`config.mk`:
```
export PLATFORM = sky130hd
export DESIGN_NAME = aer_channel_arbiter
export DESIGN_NICKNAME = d
export VERILOG_FILES = /design/src/rtl/aer_channel_arbiter.sv
export SDC_FILE = /design/constraint.sdc
export NUM_CORES = 1
export LEC_CHECK = 0
export BUFFER_PORTS_ARGS = -buffer_cell sky130_fd_sc_hd__buf_2
export CORE_ASPECT_RATIO = 0.6
export CORE_UTILIZATION = 25
export CTS_CLUSTER_DIAMETER = 200
export DETAILED_ROUTE_END_ITERATION = 8
export SETUP_SLACK_MARGIN = 0.4
export SYNTH_ARGS = -nofsm -noshare
export SYNTH_HDL_FRONTEND = slang
export SYNTH_SLANG_ARGS = --single-unit
```
`constraint.sdc`:
```
create_clock -name clk -period 3.2 [get_ports clk]
set_clock_uncertainty 0.15 [all_clocks]
set_input_delay 0.32 -clock clk [delete_from_list [all_inputs] [get_ports clk]]
set_output_delay 0.32 -clock clk [all_outputs]
set_load 0.02 [all_outputs]
```
`src/rtl/aer_channel_arbiter.sv`:
```
// aer_channel_arbiter
//   Shares one AER transmitter between NUM_CH channel requesters. Grants one channel at a
//   time (round-robin), drives its address/direction onto the shared bus, sequences the
//   transmitter handshake (go -> Fs_sen -> Fe_d) and then completes a 4-phase release with
//   the requester.
//
// Ports
//   clk          system clock, rising edge
//   reset        asynchronous active-high reset
//   Req[N]       per-channel request level, held until release
//   Down[N]      per-channel direction (1=down), valid while Req high
//   Fs_sen       transmitter accepted event (level)
//   Fe_d         transmitter finished event (level)
//   Gnt[N]       one-hot grant (registered)
//   go           start request to transmitter (registered)
//   Addr[CH_W]   granted channel index, held until the next grant
//   Dir          latched Down of granted channel
//   busy         high whenever the arbiter is not idle
//   timeout_err  one-cycle pulse on a handshake timeout abort

module aer_channel_arbiter #(
    parameter int unsigned NUM_CH  = 4,
    parameter int unsigned CH_W    = 2,
    parameter int unsigned TIMEOUT = 255,
    parameter int unsigned TO_W    = 8
) (
    input  logic              clk,
    input  logic              reset,
    input  logic [NUM_CH-1:0] Req,
    input  logic [NUM_CH-1:0] Down,
    input  logic              Fs_sen,
    input  logic              Fe_d,
    output logic [NUM_CH-1:0] Gnt,
    output logic              go,
    output logic [CH_W-1:0]   Addr,
    output logic              Dir,
    output logic              busy,
    output logic              timeout_err
);

    localparam int unsigned IDX_W = (NUM_CH > 1) ? $clog2(NUM_CH) : 1;

    typedef enum logic [2:0] {
        StIdle,
        StGrant,
        StSend,
        StWaitDone,
        StRelease
    } state_e;

    state_e            state_q, state_d;
    logic [NUM_CH-1:0] gnt_q, gnt_d;
    logic              go_q, go_d;
    logic [CH_W-1:0]   addr_q, addr_d;
    logic              dir_q, dir_d;
    logic              busy_q, busy_d;
    logic              terr_q, terr_d;
    logic [IDX_W-1:0]  ptr_q, ptr_d;
    logic [TO_W-1:0]   cnt_q, cnt_d;

    logic [IDX_W-1:0]  sel;
    logic              pick_valid;
    logic [IDX_W-1:0]  pick_idx;
    logic              timeout_hit;

    // Addr doubles as the record of which channel owns the transmitter.
    assign sel = addr_q[IDX_W-1:0];

    // cnt_q counts cycles already waited; the abort fires on the TIMEOUT-th waited cycle.
    assign timeout_hit = (cnt_q == TO_W'(TIMEOUT - 1));

    // Round-robin pick: first set Req bit searching upward from ptr+1, wrapping.
    always_comb begin
        int unsigned      idx;
        logic [IDX_W-1:0] idx_n;
        pick_valid = 1'b0;
        pick_idx   = '0;
        idx        = 0;
        idx_n      = '0;
        for (int unsigned k = 1; k <= NUM_CH; k++) begin
            idx = 32'(ptr_q) + k;
            if (idx >= NUM_CH) begin
                idx = idx - NUM_CH;
            end
            idx_n = IDX_W'(idx);
            if (!pick_valid && Req[idx_n]) begin
                pick_valid = 1'b1;
                pick_idx   = idx_n;
            end
        end
    end

    always_comb begin
        state_d = state_q;
        gnt_d   = gnt_q;
        go_d    = go_q;
        addr_d  = addr_q;
        dir_d   = dir_q;
        ptr_d   = ptr_q;
        cnt_d   = cnt_q;
        terr_d  = 1'b0;

        case (state_q)
            StIdle: begin
                if (pick_valid) begin
                    state_d          = StGrant;
                    gnt_d            = '0;
                    gnt_d[pick_idx]  = 1'b1;
                    addr_d           = CH_W'(pick_idx);
                    dir_d            = Down[pick_idx];
                end
            end
            StGrant: begin
                if (Req[sel]) begin
                    state_d = StSend;
                    go_d    = 1'b1;
                    cnt_d   = '0;
                end else begin
                    // Requester withdrew before go: abandon without moving the pointer.
                    state_d = StIdle;
                    gnt_d   = '0;
                end
            end
            StSend: begin
                if (Fs_sen) begin
                    go_d  = 1'b0;
                    cnt_d = '0;
                    if (Fe_d) begin
                        state_d = StRelease;
                        gnt_d   = '0;
                    end else begin
                        state_d = StWaitDone;
                    end
                end else if (timeout_hit) begin
                    state_d = StRelease;
                    go_d    = 1'b0;
                    gnt_d   = '0;
                    terr_d  = 1'b1;
                end else begin
                    cnt_d = cnt_q + TO_W'(1);
                end
            end
            StWaitDone: begin
                if (Fe_d) begin
                    state_d = StRelease;
                    gnt_d   = '0;
                end else if (timeout_hit) begin
                    state_d = StRelease;
                    gnt_d   = '0;
                    terr_d  = 1'b1;
                end else begin
                    cnt_d = cnt_q + TO_W'(1);
                end
            end
            StRelease: begin
                gnt_d = '0;
                go_d  = 1'b0;
                if (!Req[sel] && !Fe_d) begin
                    state_d = StIdle;
                    ptr_d   = sel;
                end
            end
            default: begin
                state_d = StIdle;
                gnt_d   = '0;
                go_d    = 1'b0;
            end
        endcase

        busy_d = (state_d != StIdle);
    end

    always_ff @(posedge clk or posedge reset) begin
        if (reset) begin
            state_q <= StIdle;
            gnt_q   <= '0;
            go_q    <= 1'b0;
            addr_q  <= '0;
            dir_q   <= 1'b0;
            busy_q  <= 1'b0;
            terr_q  <= 1'b0;
            ptr_q   <= IDX_W'(NUM_CH - 1);
            cnt_q   <= '0;
        end else begin
            state_q <= state_d;
            gnt_q   <= gnt_d;
            go_q    <= go_d;
            addr_q  <= addr_d;
            dir_q   <= dir_d;
            busy_q  <= busy_d;
            terr_q  <= terr_d;
            ptr_q   <= ptr_d;
            cnt_q   <= cnt_d;
        end
    end

    assign Gnt         = gnt_q;
    assign go          = go_q;
    assign Addr        = addr_q;
    assign Dir         = dir_q;
    assign busy        = busy_q;
    assign timeout_err = terr_q;

endmodule
```
==> results of run 1 <==
==> power by group through the flow <==
stage          registers, mW  logic, mW  clock network (mW)
4_1_cts                0.499      0.611               0.190
6_report               0.500      0.609               0.181
3_5_place_dp           0.502      0.607                   0
2_1_floorplan          0.513      0.451                   0
5_1_grt                0.519      0.674               0.203
3_3_place_gp           0.504      0.609                   0
==> critical path: cells and delay by family, from the launching register on <==
family          cells  cell delay, ns
mux                 1            0.29
flops               1            0.42
simple gates        3            0.74
buf+inv             1            0.07
compound gates      1            0.22
fa+ha+maj           1            0.15
==> cell usage in the layout, fill, tap and decap left out, drive strengths merged, types with 2 or more instances in the layout <==
cell     netlist  final
a21o           2      2
a21oi          7      7
a22o           2      2
and2           2      2
and3           3      3
buf            5     21
clkbuf         0      3
dfrtp         21     21
dfstp          2      2
ha             2      2
inv            7      7
mux2           3      3
mux2i          3      3
nand2         13     13
nand2b         7      7
nand3          5      5
nor2          15     15
nor2b          3      3
nor3           5      5
o211ai         2      2
o21ai         18     18
o22ai          3      3
o2bb2ai        2      2
o31ai          3      3
or4            2      2
==> stage by stage <==
stage                     cells  power [mW]  instance area, sq um  hold slack [ns]
final                       236        1.29                  1610           0.0735
after global routing        236        1.40                  1610            0.149
after CTS                   236        1.30                  1610            0.110
after detailed placement    232        1.11                  1560            0.327
after global placement      232        1.11                  1560            0.327
after floorplan             150       0.964                  1410            0.170
==> area by class of cell <==
cell class	count	area share
clock inverter	1	0.00312
timing repair buffer	21	0.0654
tap	66	0.0514
sequential	23	0.360
inverter	7	0.0164
clock buffer	3	0.0257
multi-input combinational	115	0.478
==> cells by family (layout without fill, tap and decap cells) <==
kind of cell             after synthesis  count (layout)
buffers and inverters                 12              32
AO/OA/AOI/OAI                         48              48
flip-flops                            23              23
multiplexers                           6               6
adder cells (fa/ha/maj)                2               2
AND/OR/NAND/NOR                       59              59
==> flip-flops by register name (all words and copies together) (netlist names) <==
register     cells
state_q          3
timeout_err      1
cnt_q            8
Dir              1
Addr             2
busy             1
go               1
Gnt              4
ptr_q            2
==> metal layers <==
layer  GRT usage  vias to the layer above
met3      0.0292                        2
met4      0.0192                        0
met1       0.185                      546
met2       0.159                       37
li1            -                      582
met5           0                        -
==> worst paths after layout <==
kind | startpoint | end | slack [ns] | depth (start not counted)
worst max-delay path | cnt_q[0] | state_q[2] | 1.08 | 7
worst min-delay path | reset | cnt_q[3] | 0.07 | 2
worst max register to register | cnt_q[0] | state_q[2] | 1.08 | 7
worst min register to register | Gnt[1] | Gnt[1] | 0.36 | 1
max in group asynchronous | reset | Addr[0] | 2.29 | 2
min in group clk | Fe_d | state_q[0] | 0.25 | 2
==> results.yml, run 1 <==
run_status:
  status: "completed"
timing:
  worst_pin_slew_ns: 0.876
  post-route-period-util: 0.664
  rsz0062_at_grt: "no"
  period_minus_slack_ns: 2.12
  layout_setup_ws_ns: 1.08
  tns_ns: 0
  maxSlewViolCount: 0
  slew_headroom: 0.415
  max_freq_mhz: 471
  hold_violations: 0
  setup_viol: 0
power_and_ir_drop:
  seqPwrFrac: 0.388
  peakVddDrop_mv: 0.346
  powerDensity_nw_per_um2: 804
  p_comb_frac: 0.472
  clkPwrFrac: 0.140
  swShare: 0.440
  internal-power_uw: 724
  p_leak_nw: 0.742
  p_switching_uw: 568
floorplanning:
  die-area_sq_um: 5940
  pin_count: 22
  start_util: 0.269
  chipHeight_um: 60.1
  core_sq_um: 5230
  die_width_um: 98.8
  rows: 20
detailed_routing:
  met3_length_um: 196
  wl_met2_um: 1170
  initialDrtViolationCount: 61
  wire_per_inst_um: 13.4
  drc: 0
  avgViaCountPerCell: 4.94
  routed-via-count: 1167
  dr.pass1.iters: 4
  wl_met1_um: 1780
  antenna_left: 0
  top_layer_used: "met4"
  drt-total-wl_um: 3160
placement:
  dpl_worst_slack_ns: 1.13
  io_buffers: 21
  dp_hpwl_um: 2330
  gp_congestion: 0.787
clock_tree:
  cts_tree: "built"
  clk_path_buf_depth: 2
  insertion_delay_ns: 0.26
  cts_hold_buf: 0
  numClockSinks: 23
  ctsResizeCount: 0
  cts_made_buffers: 3
  root_buffer: "clkbuf_8"
  path_clk_slew_ns: 0.08
  htree_levels: 1
  post-cts-setup-buffers: 0
logic_synthesis:
  yosys.cell_count.top_type: "dfrtp_1"
  synth.area.top_cells: "dfrtp_1, o21ai_0, dfstp_2"
  syn_avg_cell_area_sq_um: 9.38
  synthFlopType: "dfrtp_1"
  synth_compound_area_frac: 0.246
  synth_top_cell_area_share: 0.374
  synthSimpleGateAreaFrac: 0.238
  synth_top_family_by_area: "compound AO/OA/AOI/OAI gates"
  synth.area.mux_share: 0.0454
  synthAdderAreaFrac: 0.0178
  async_flop_share: 1.00
  syn_nets: 164
  ys_ff_latch: 23
  yosys-top-cells-count: "dfrtp_1, o21ai_0, nor2_1"
  yosysWarningCount: 0
  synth.distinct_cells: 47
  yosysTopAreaCell: "dfrtp_1"
  synth_edf_count: 0
  ys_seq_area_frac: 0.411
  synthCells: 150
  synth_xor_area_frac: 0
  synthesis.area_sq_um: 1410
finish:
  n_antenna_cell: 0
  nNetsFinal: 185
  drive_gt1_frac: 0.247
  fin_util: 0.307
  fill_cells: 533
  layout-area-overhead-vs-synth_pct: 14.2
  multiInputGateArea_sq_um: 768
  final-seq-area_sq_um: 578
critical_path:
  slowest_delay_ns: 0.61
  end_kind: "flop"
  cp_max_fo: 14
  cp_data_required_time_ns: 3.23
  cp.arrival_ns: 2.15
  startpoint_type: "flop"
  crit_chain: "inv_1 -> ha_1 -> nand3_1 -> nor3_2 -> mux2_2 -> nor2_1 -> o31ai_1"
  crit_type: "reg2reg"
  critPathSlowestCell: "nor3_2"
grt:
  grt_pass1_wl_um: 5350
  overflow: 0
  antenna_found_initial: 0
  grtUsageTotal: 0.118
  grt_pass1_vias: 1076
  grt_max_degree: 24
run:
  max_cap_violations: 0
worst_hold_path:
  hold_path_class: "in2async"
Power figures use the tool's default switching activity.
==> run 2, diff against run 1 <==
- clock period: 3.2 -> 1.75 ns (I/O delays scaled with it)
==> run 2 against run 1 <==
The flow now finishes with violations (negative setup slack). Register-to-register slack got worse by 1.1 ns. Flip-flop and latch count is the same. Utilization rose by 8.9 points. Total power increased by 140%. Sequential power increased by 83%. Sequential share of layout area decreased by 7.8 points. Routed wire length rose by 23%. First-iteration DRC count fell by 15%. Final cell count grew 14%. Fmax rose by 19%. Non-clock buffer count grew 32. Die area did not move. Critical endpoint is now ptr_q[0].
==> results.yml, run 2 (synthesized netlist as in run 1, its figures left out) <==
finish:
  final_common_cell: "buf_4"
  layout-area-overhead-vs-synth_pct: 47.2
  final-seq-area_sq_um: 584
  layout_common_cells: "buf_4, buf_2, dfrtp_1"
  largest_reg_flops: 8
  fill_cells: 498
  nNetsFinal: 217
  largest-register: "cnt_q"
  drive_gt1_frac: 0.535
  multiInputGateArea_sq_um: 957
  n_antenna_cell: 0
critical_path:
  path_depth: 5
  crit_end: "ptr_q[0]"
  crit_type: "reg2reg"
  cp_data_required_time_ns: 1.80
  crit_chain: "mux2i_2 -> nand2_1 -> a21oi_2 -> and3_4 -> mux2_2"
  r2r_slack_ns: -0.04
  end_kind: "flop"
  crit_family: "multiplexers"
  startpoint: "Addr[0]"
  reg2reg_from: "Addr[0]"
  cp_max_fo: 5
  cp_num_buf_inv: 0
  critPathSlowestCell: "dfrtp_2"
  cp.arrival_ns: 1.84
  slowest_delay_ns: 0.44
  rr_endpoint: "ptr_q[0]"
  reg2reg_depth: 5
  startpoint_type: "flop"
clock_tree:
  htree_levels: 1
  root_buffer: "clkbuf_8"
  insertion_delay_ns: 0.27
  clk_path_buf_depth: 2
  numClockSinks: 23
  cts_tree: "built"
  cts_made_buffers: 3
  path_clk_slew_ns: 0.08
timing:
  hold-worst-slack_ns: 0.130
  maxSlewViolCount: 0
  slew_headroom: 0.754
  post-route-period-util: 1.02
  layout_setup_ws_ns: -0.0396
  hold_violations: 0
  tns_ns: -0.0396
  max_freq_mhz: 559
  rsz0062_at_grt: "yes"
  period_minus_slack_ns: 1.79
  setup_viol: 1
  worst_pin_slew_ns: 0.369
detailed_routing:
  dr.pass1.iters: 4
  drc: 0
  avgViaCountPerCell: 5.02
  initialDrtViolationCount: 52
  drt-total-wl_um: 3870
  wire_per_inst_um: 14.4
  antenna_left: 0
  routed-via-count: 1346
floorplanning:
  chipHeight_um: 60.1
  die-area_sq_um: 5940
  pin_count: 22
  rows: 20
  die_width_um: 98.8
  start_util: 0.269
  core_sq_um: 5230
grt:
  grtUsageTotal: 0.151
  grt_pass1_vias: 1349
  grt_max_degree: 24
  grt_util_met3: 0.0316
  grt.busiest_layer: "met2"
  grt_use_met1: 0.223
  overflow: 0
  global_route.usage.met2: 0.225
  antenna_found_initial: 0
  grt_pass1_wl_um: 6890
placement:
  gp_congestion: 0.819
  io_buffers: 21
  dp_hpwl_um: 2620
power_and_ir_drop:
  powerDensity_nw_per_um2: 1480
  peakVddDrop_mv: 0.682
  p_leak_nw: 0.951
worst_hold_path:
  hold_path_class: "in2reg"
run:
  max_cap_violations: 0
run_status:
  violations: "negative setup slack"
  status: "complete, but fails checks"
## run 2: changes by cell type in the layout (fill, tap and decap cells not counted), sizes merged
cell / before / now
buf: 21 / 52
dlygate4sd3: 0 / 1
## run 2: through the flow
stage / power (mW) / util / std cells / setup slack, ns / instance area, sq um
after global placement: 2.25 / 0.329 / 247 / 0.0416 / 1720
after CTS: 2.92 / 0.375 / 263 / 0.0139 / 1960
after floorplan: 1.88 / - / 150 / 0.101 / 1480
final: 3.06 / 0.396 / 268 / -0.0396 / 2070
after detailed placement: 2.26 / 0.329 / 247 / 0.0354 / 1720
after global routing: 3.28 / 0.396 / 268 / -0.0944 / 2070
## run 2: area by class of cell
class | instances | share of cell area
repair buffers | 53 | 0.181
inverters | 7 | 0.0127
clock buffers | 3 | 0.0199
clock inverters | 1 | 0.00242
well taps | 66 | 0.0399
multi-input cells | 115 | 0.462
flip-flops and latches | 23 | 0.282
## run 2: power breakdown
| group | switching (mW) | internal (mW) |
|---|---|---|
| sequential | 0.199 | 0.716 |
| clock | 0.177 | 0.159 |
| combinational | 0.934 | 0.875 |
| total | 1.31 | 1.75 |
## run 2: what timing repair did
| item | in CTS | in global routing |
|---|---|---|
| gates resized for setup | 28 | 17 |
| endpoints found under the hold margin | 21 | 0 |
| setup buffers | 11 | 5 |
| hold buffers | 1 | 0 |
| pin swaps | 18 | 3 |
| setup endpoints to repair | 23 | 23 |
## run 2: worst min-delay path, delay by kind of cell
family          cells  cell delay [ns]
mux                 1             0.16
buf+inv             1             0.10
compound gates      1             0.08
## run 2: layer usage
layer	up-vias	part of all wire	wire length [um]
met1	662	0.54	2110
met4	0	0.011	44
met3	6	0.041	159
met2	24	0.40	1560
met5	-	0	0
li1	654	-	-
## run 2: worst min-delay path by stage
| stage | end | depth (start not counted) | start |
|---|---|---|---|
| 3_5_place_dp | cnt_q[3] | 3 | reset |
| 6_report | Dir | 3 | Down[3] |
| 5_1_grt | state_q[0] | 2 | Fe_d |
| 4_1_cts | state_q[0] | 2 | Fe_d |
| 3_3_place_gp | cnt_q[3] | 3 | reset |
| 2_1_floorplan | Addr[1] | 1 | reset |
==> run 3, diff against run 2 <==
- clock period: 1.75 -> 1.5 ns (I/O delays scaled with it)
==> run 3 against run 2 <==
The run still ends with negative setup slack left. Worst hold slack got worse by 0.047 ns. Utilization rose by 3.2 points. Clock-buffer cell count did not move. Via count rose by 3.3%. Routed wire length rose by 5.5%. Critical path depth did not move. Fmax rose by 2.8%. Critical path type unchanged. Critical endpoint unchanged. Highest routed layer unchanged.
==> results.yml, run 3 (synthesized netlist as in run 1, its figures left out) <==
run_status:
  status: "complete, but fails checks"
  violations: "negative setup slack"
finish:
  nNetsFinal: 236
  largest_reg_flops: 8
  layout-area-overhead-vs-synth_pct: 59.1
  final_common_cell: "buf_4"
  drive_gt1_frac: 0.538
  stdcell_count: 287
  n_antenna_cell: 0
  largest-register: "cnt_q"
  layout_common_cells: "buf_4, buf_6, dfrtp_1"
  fin_util: 0.428
  finalInstanceArea_sq_um: 2240
clock_tree:
  root_buffer: "clkbuf_8"
  insertion_delay_ns: 0.28
  path_clk_slew_ns: 0.10
  clk_path_buf_depth: 2
  cts_tree: "built"
  numClockSinks: 23
  cts_made_buffers: 3
  htree_levels: 1
floorplanning:
  pin_count: 22
  rows: 20
  start_util: 0.269
  die_width_um: 98.8
  die-area_sq_um: 5940
  chipHeight_um: 60.1
  core_sq_um: 5230
power_and_ir_drop:
  p_leak_nw: 1.06
  seqPwrFrac: 0.275
  clkPwrFrac: 0.109
  p_switching_mw: 1.59
  internal-power_mw: 2.26
  swShare: 0.412
  p_comb_frac: 0.616
  powerDensity_nw_per_um2: 1720
  peakVddDrop_mv: 1.00
critical_path:
  reg2reg_from: "Addr[0]"
  critPathSlowestCell: "dfrtp_2"
  cp_data_required_time_ns: 1.57
  slowest_delay_ns: 0.43
  startpoint_type: "flop"
  end_kind: "flop"
  startpoint: "Addr[0]"
  cp_max_fo: 3
  cp.arrival_ns: 1.81
  crit_chain: "mux2i_4 -> nand2b_1 -> a21oi_1 -> and3_1 -> mux2_2"
  crit_type: "reg2reg"
worst_hold_path:
  hold_path_class: "in2reg"
  hp-start: "Down[3]"
placement:
  placedInstanceArea_sq_um: 1880
  io_buffers: 21
  dp_hpwl_um: 2780
  dp.cells: 267
  gp_congestion: 0.824
detailed_routing:
  initialDrtViolationCount: 91
  antenna_left: 0
  avgViaCountPerCell: 4.85
  wire_per_inst_um: 14.2
  routed-via-count: 1391
  dr.pass1.iters: 4
  drt-total-wl_um: 4090
  drc: 0
grt:
  grt_pass1_vias: 1394
  grtUsageTotal: 0.150
  grt_max_degree: 24
  grt_pass1_wl_um: 6810
  antenna_found_initial: 0
  overflow: 0
timing:
  tns_ns: -2.56
  rsz0062_at_grt: "yes"
  layout_setup_ws_ns: -0.241
  worst_pin_slew_ns: 0.381
  period_minus_slack_ns: 1.74
  maxSlewViolCount: 0
  hold-worst-slack_ns: 0.0829
  slew_headroom: 0.746
  hold_violations: 0
  max_freq_mhz: 574
  setup_viol: 19
  post-route-period-util: 1.16
run:
  max_cap_violations: 0
-- run 3: repair_timing --
action                                  4_1_cts  5_1_grt
endpoints found under the hold margin        21        0
endpoints found under the setup margin       31       33
hold buffers                                  1        0
setup buffers                                 9        6
pin swaps                                     5        8
gates resized for setup                      31       22
-- run 3: final cells by class --
type | count | area (sq um)
multi-input combinational | 115 | 913
clock buffer | 3 | 41.3
clock inverter | 1 | 7.51
fill | 487 | 2990
tap | 66 | 82.6
sequential | 23 | 583
timing repair buffer | 72 | 583
inverter | 7 | 26.3
-- run 3: worst paths after layout --
check,endpoint,slack (ns),depth (start not counted)
max,ptr_q[0],-0.24,5
min,Dir,0.08,3
max reg2reg,ptr_q[0],-0.24,5
min reg2reg,Gnt[2],0.39,1
max in group asynchronous,ptr_q[1],0.60,4
min in group asynchronous,cnt_q[5],0.29,4
-- run 3: layer usage --
layer	routed length [um]	GRT usage	vias to the layer above
met3	169	0.0304	5
met2	1650	0.213	27
met5	0	0	-
met1	2210	0.223	674
li1	-	-	685
met4	57	0.0533	0
-- run 3: critical path, delay by kind of cell (launching register included) --
kind | cells | cell delay (ns)
multiplexers | 2 | 0.63
AND/OR/NAND/NOR | 2 | 0.31
AO/OA/AOI/OAI | 1 | 0.16
flip-flops | 1 | 0.43
-- run 3: power groups by stage --
stage,combinational (mW),sequential (mW),clock [mW]
after floorplan,1.11,1.10,0
after global placement,1.80,1.03,0
after detailed placement,1.82,1.03,0
after CTS,2.19,1.03,0.433
after global routing,2.55,1.08,0.451
final,2.37,1.06,0.421
-- run 3: metrics by stage --
step / power [mW] / setup WS, ns
after floorplan: 2.22 / -0.149
after global placement: 2.83 / -0.253
after detailed placement: 2.84 / -0.238
after CTS: 3.65 / -0.263
after global routing: 4.08 / -0.298
final: 3.85 / -0.241
